===== src/rtl/id_tok_pkg.sv =====
// Shared types and constants for the streaming identifier/number tokenizer.
// Character classes, suffix-recogniser states and token type encodings live here.
package id_tok_pkg;

  typedef enum logic [1:0] {
    CC_LETTER = 2'd0,
    CC_DIGIT  = 2'd1,
    CC_UNDER  = 2'd2,
    CC_DELIM  = 2'd3
  } char_class_e;

  typedef enum logic [1:0] {
    S_NONE = 2'd0,
    S_LET  = 2'd1,
    S_DIG  = 2'd2
  } suffix_e;

  // Encodings are visible on the tok_type port, so the values are fixed.
  typedef enum logic [1:0] {
    TOK_IDENT  = 2'd0,
    TOK_NUMBER = 2'd1,
    TOK_BAD    = 2'd2,
    TOK_OVF    = 2'd3
  } tok_type_e;

  localparam logic [7:0] ASCII_UP_A  = 8'h41;
  localparam logic [7:0] ASCII_UP_Z  = 8'h5A;
  localparam logic [7:0] ASCII_LO_A  = 8'h61;
  localparam logic [7:0] ASCII_LO_Z  = 8'h7A;
  localparam logic [7:0] ASCII_ZERO  = 8'h30;
  localparam logic [7:0] ASCII_NINE  = 8'h39;
  localparam logic [7:0] ASCII_UNDER = 8'h5F;

  function automatic char_class_e classify_byte(input logic [7:0] b);
    char_class_e cc;
    cc = CC_DELIM;
    if ((b >= ASCII_UP_A && b <= ASCII_UP_Z) || (b >= ASCII_LO_A && b <= ASCII_LO_Z)) begin
      cc = CC_LETTER;
    end else if (b >= ASCII_ZERO && b <= ASCII_NINE) begin
      cc = CC_DIGIT;
    end else if (b == ASCII_UNDER) begin
      cc = CC_UNDER;
    end
    return cc;
  endfunction

endpackage


===== src/rtl/id_char_class.sv =====
// Combinational character classifier. Any nonzero bit above the low byte
// forces DELIM, so wide character sets never alias onto ASCII letters.
module id_char_class
  import id_tok_pkg::*;
#(
  parameter int CHAR_W = 8
) (
  input  logic [CHAR_W-1:0] char_i,
  output char_class_e       class_o
);

  logic [7:0] low_byte;
  logic       high_nz;

  generate
    if (CHAR_W > 8) begin : g_wide
      assign low_byte = char_i[7:0];
      assign high_nz  = |char_i[CHAR_W-1:8];
    end else if (CHAR_W == 8) begin : g_byte
      assign low_byte = char_i;
      assign high_nz  = 1'b0;
    end else begin : g_narrow
      assign low_byte = 8'(char_i);
      assign high_nz  = 1'b0;
    end
  endgenerate

  assign class_o = high_nz ? CC_DELIM : classify_byte(low_byte);

endmodule


===== src/rtl/id_tokenizer.sv =====
// Streaming tokenizer: suffix recogniser for letters+digits+, plus delimiter
// segmentation with token classification, length and a saturating token count.
module id_tokenizer
  import id_tok_pkg::*;
#(
  parameter  int CHAR_W  = 8,
  parameter  int MAX_LEN = 16,
  parameter  int CNT_W   = 16,
  localparam int LEN_W   = $clog2(MAX_LEN + 2)
) (
  input  logic              clk,
  input  logic              reset,
  input  logic              char_valid,
  input  logic [CHAR_W-1:0] char,
  output logic              match,
  output logic              tok_valid,
  output logic [1:0]        tok_type,
  output logic [LEN_W-1:0]  tok_len,
  output logic [CNT_W-1:0]  tok_count
);

  // Length saturates one past the legal maximum; that value marks overflow.
  localparam logic [LEN_W-1:0] LEN_SAT = LEN_W'(MAX_LEN + 1);
  localparam logic [LEN_W-1:0] LEN_MAX = LEN_W'(MAX_LEN);

  char_class_e cc;

  id_char_class #(
    .CHAR_W (CHAR_W)
  ) u_char_class (
    .char_i  (char),
    .class_o (cc)
  );

  suffix_e          state_q,     state_d;
  tok_type_e        cls_q,       cls_d;
  logic [LEN_W-1:0] len_q,       len_d;
  logic             match_q,     match_d;
  logic             tok_valid_q, tok_valid_d;
  tok_type_e        tok_type_q,  tok_type_d;
  logic [LEN_W-1:0] tok_len_q,   tok_len_d;
  logic [CNT_W-1:0] tok_count_q, tok_count_d;

  always_comb begin
    // NOTE: every _d gets a hold/default value first so no path leaves it
    // unassigned; that is what keeps this block from inferring latches.
    state_d     = state_q;
    cls_d       = cls_q;
    len_d       = len_q;
    match_d     = match_q;
    tok_valid_d = 1'b0;
    tok_type_d  = tok_type_q;
    tok_len_d   = tok_len_q;
    tok_count_d = tok_count_q;

    if (char_valid) begin
      case (cc)
        CC_LETTER: state_d = S_LET;
        CC_DIGIT:  state_d = (state_q == S_NONE) ? S_NONE : S_DIG;
        default:   state_d = S_NONE;
      endcase
      match_d = (state_d == S_DIG);

      if (cc == CC_DELIM) begin
        // A delimiter with nothing accumulated is a no-op beyond the suffix reset.
        if (len_q != '0) begin
          tok_valid_d = 1'b1;
          tok_type_d  = (len_q == LEN_SAT) ? TOK_OVF : cls_q;
          tok_len_d   = (len_q == LEN_SAT) ? LEN_MAX : len_q;
          if (tok_count_q != '1) begin
            tok_count_d = tok_count_q + CNT_W'(1);
          end
          len_d = '0;
          cls_d = TOK_IDENT;
        end
      end else begin
        if (len_q != LEN_SAT) begin
          len_d = len_q + LEN_W'(1);
        end
        if (len_q == '0) begin
          cls_d = (cc == CC_DIGIT) ? TOK_NUMBER : TOK_IDENT;
        end else if (cls_q == TOK_NUMBER && cc != CC_DIGIT) begin
          cls_d = TOK_BAD;
        end
      end
    end
  end

  always_ff @(posedge clk) begin
    // NOTE: state registers use non-blocking assignments so every flop
    // samples the pre-edge values regardless of statement order.
    if (reset) begin
      state_q     <= S_NONE;
      cls_q       <= TOK_IDENT;
      len_q       <= '0;
      match_q     <= 1'b0;
      tok_valid_q <= 1'b0;
      tok_type_q  <= TOK_IDENT;
      tok_len_q   <= '0;
      tok_count_q <= '0;
    end else begin
      state_q     <= state_d;
      cls_q       <= cls_d;
      len_q       <= len_d;
      match_q     <= match_d;
      tok_valid_q <= tok_valid_d;
      tok_type_q  <= tok_type_d;
      tok_len_q   <= tok_len_d;
      tok_count_q <= tok_count_d;
    end
  end

  assign match     = match_q;
  assign tok_valid = tok_valid_q;
  assign tok_type  = tok_type_q;
  assign tok_len   = tok_len_q;
  assign tok_count = tok_count_q;

endmodule


===== config.mk =====
export PLATFORM = sky130hd
export DESIGN_NAME = id_tokenizer
export DESIGN_NICKNAME = d
export VERILOG_FILES = /design/src/rtl/id_tok_pkg.sv /design/src/rtl/id_char_class.sv /design/src/rtl/id_tokenizer.sv
export SDC_FILE = /design/constraint.sdc
export NUM_CORES = 1
export LEC_CHECK = 0
export BUFFER_PORTS_ARGS = -buffer_cell sky130_fd_sc_hd__clkbuf_2
export CORE_AREA = 2 2 51 88
export CTS_BUF_LIST = sky130_fd_sc_hd__clkbuf_8
export CTS_CLUSTER_SIZE = 25
export DETAILED_ROUTE_END_ITERATION = 16
export DIE_AREA = 0 0 53 90
export MAX_ROUTING_LAYER = met4
export PLACE_DENSITY = 0.68
export SLEW_MARGIN = 20
export SYNTH_ARGS = -nofsm -noshare
export SYNTH_HDL_FRONTEND = slang
export SYNTH_HIERARCHICAL = 1
export SYNTH_SLANG_ARGS = --single-unit

===== constraint.sdc =====
create_clock -name clk -period 2.4 [get_ports clk]
set_clock_uncertainty 0.1 [all_clocks]
set_input_delay 0.12 -clock clk [delete_from_list [all_inputs] [get_ports clk]]
set_output_delay 0.12 -clock clk [all_outputs]
set_load 0.02 [all_outputs]

==> results.toml <==
[critical_path]
critPathKind = "input port to register"
timing.rr.end = "tok_count[15]"
critPathSlowestCell = "or4_1"
critPathMaxStageDelay_ns = 0.47
worstPathMaxFanout = 7
rr_worst_depth = 4
timing.critical_path.arrival_ns = 2.32
cp_cell_sequence = "clkbuf_2, or2_0, or4_4, a31oi_1, buf_4, nand3_2, or4_4, or4_1, a21oi_1"
crit_top_cell = "or4_4"
worstReg2RegStart = "tok_count[3]"
crit_required_ns = 2.50
r2r_slack_ns = 0.23
critPathLaunchType = "input port"
cp-end-kind = "register"

[synthesis]
synth_edf_count = 0
async_reset_ff_share_pct = 0
yosysWarnings = 6
synth_cells = 216
synth_area_leader_cell = "dfxtp_1"
synth_area_leaders = "dfxtp_1, a21oi_1, nor2_1, nand2_1, or4_1"
syn_nets = 231
seq_area_frac_synth_pct = 38.6
synth_ff_type = "dfxtp_1"
yosysUniqueCellTypes = 47
netlist_top_cells_count = "dfxtp_1, a21oi_1, nor2_1"
synth_seq_cells = 34
syn_area_um2 = 1760
synth.most_common_cell = "dfxtp_1"
synth_top_area_share_pct = 38.6
synth_area_per_cell_um2 = 8.17

[layout]
postLayoutCellArea_um2 = 2250
layout-drive-gt1-share_pct = 29.5
nets = 287
final_cells = 320
n_antenna_cell = 0
area_delta_synth_final_pct = 27.7
final_util_pct = 55.3

[die]
rows = 31
start_util_pct = 43.3
dieArea_um2 = 4770
die_w_um = 53
io_pins = 36
coreArea_um2 = 4070
dieHeight_um = 90

[clock_network]
cts-root-buf = "clkbuf_8"
cts_tree = "yes"
clk_pin_slew_worst_paths_ns = 0.06
cts_made_buffers = 5
cts_max_path_buffers = 2
insertion_delay_ns = 0.28
clock_sinks = 34
h-tree-depth = 2
cts_hold_buf = 0
post_cts_buffers = 0

[power_and_ir_drop]
design_power_total_w = 0.00112
leakage_nw = 0.883
p_per_area_nw_per_um2 = 499
vdd_drop_max_mv = 0.353

[detailed_routing]
viasPerCell = 5.63
post_drt_wl_per_cell_um = 13.3
totalWireLength_um = 4270
route.detailed.drc = 0
antenna_left = 0
dr.first_iter.drc_count = 28
vias = 1803
drt-pass1-iter-count = 4

[min_path]
min_to = "state_q[1]"
min_path_cells = 2
min_from = "char_valid"
hold_class = "input port to register"

[timing]
timing.final.ws_setup_ns = 0.181
timing.fmax_ghz = 0.451
worst_slew_pin_slew_ns = 0.928
fin_crit_sh_pct = 92.5
rsz0062_at_grt = "false"
fin_crit_ns = 2.22
hold_violations = 0
drv_slew = 0
setup_viol = 0
max-slew-margin-rel_pct = 36.5

[global_route]
grt_pass1_vias = 1685
antenna_found_initial = 0
track_usage_pct = 20.2
grt_pass1_wl_um = 7310
grt_max_degree = 40
globalRouteOverflowTotal = 0

[flow_run]
cap_viol_max_count = 0

[outcome]
outcome = "completed"

[place]
place_inst = 314
dp_hpwl_um = 3170
place_ws_ns = -0.158
placed_area_um2 = 2160
numPortBuffers = 35
globalplace.congestion = 0.780
[per-layer routing]
metal / global-route usage, % / up-vias / share of wire, %
li1: - / 916 / -
met2: 36.0 / 25 / 56
met1: 21.1 / 856 / 39
met4: 7.26 / 0 / 1.2
met3: 3.65 / 6 / 2.8
met5: - / - / 0
[worst max-delay path by stage]
| stage | from | end | slack [ns] | cells after the start |
|---|---|---|---|---|
| 4_1_cts | char[1] | tok_count[12] | 0.13 | 9 |
| 2_1_floorplan | char[1] | tok_count[12] | -0.06 | 9 |
| 3_3_place_gp | char[1] | tok_count[14] | -0.16 | 10 |
| 5_1_grt | char[1] | tok_count[2] | 0.001 | 11 |
| 6_report | char[1] | tok_count[12] | 0.18 | 9 |
| 3_5_place_dp | char[1] | tok_count[12] | -0.16 | 9 |
[final cells by class]
| type | instances | area, um^2 |
|---|---|---|
| tap | 49 | 61.3 |
| clock buffer | 6 | 82.6 |
| timing repair buffer | 60 | 363 |
| inverter | 7 | 26.3 |
| sequential | 34 | 681 |
| multi-input combinational | 164 | 1040 |
| fill | 433 | 1820 |
[state kept, by name, indices dropped and copies added, names as in the netlist]
register and cells:
tok_count 16, match 1, tok_valid 1, tok_type 2
len_q 5, state_q 2, tok_len 5, cls_q 2
[power breakdown]
group | switching (W) | internal [W] | leakage (nW) | total [W]
logic | 0.0000720 | 0.0000573 | 0.566 | 0.000129
clock network | 0.000198 | 0.000221 | 0.0431 | 0.000419
registers | 0.00000487 | 0.000571 | 0.274 | 0.000576
[metrics by stage]
| stage | hold WS (ns) | setup TNS (ns) |
|---|---|---|
| 2_1_floorplan | 0.264 | -0.0619 |
| 6_report | 0.181 | 0 |
| 3_5_place_dp | 0.348 | -1.44 |
| 5_1_grt | 0.229 | 0 |
| 3_3_place_gp | 0.346 | -0.825 |
| 4_1_cts | 0.169 | 0 |
[worst max-delay path: cells and delay by family]
kind | cells | cell delay, ns
and+or+nand+nor | 5 | 1.67
buffers and inverters | 2 | 0.23
AOI/OAI and AO/OA | 2 | 0.29
[cells by family (layout without fill, tap and decap cells)]
logic type	count (synthesis)	count (layout)	synth area share, %
fa+ha+maj	4	4	2.84
flops	34	34	38.6
simple gates	101	101	32.3
compound gates	53	53	18.4
buf+inv	18	73	4.18
mux	6	6	3.76
[what timing repair did]
action / 4_1_cts / 5_1_grt
setup endpoints to repair: 0 / 3
gates resized for setup: 0 / 2
hold endpoints to repair: 0 / 0
[cell usage in the layout, fill, tap and decap left out, types with 2 or more instances in the layout]
cell type	instances
clkbuf_2	35
dfxtp_1	34
buf_4	25
a21oi_1	22
nor2_1	21
nand2_1	18
o21ai_0	10
or4_1	8
inv_1	7
nand3_1	7
o31ai_1	7
nor4_1	6
clkbuf_8	6
mux2_2	5
nor3_1	5
nor2b_1	4
or3_1	4
ha_1	4
nand4_1	3
a22oi_1	3
and3_1	3
nand2b_1	3
nor4_2	2
nor4b_1	2
nand3b_1	2
or4_4	2
Note: power is estimated with default switching activity, not from simulation.
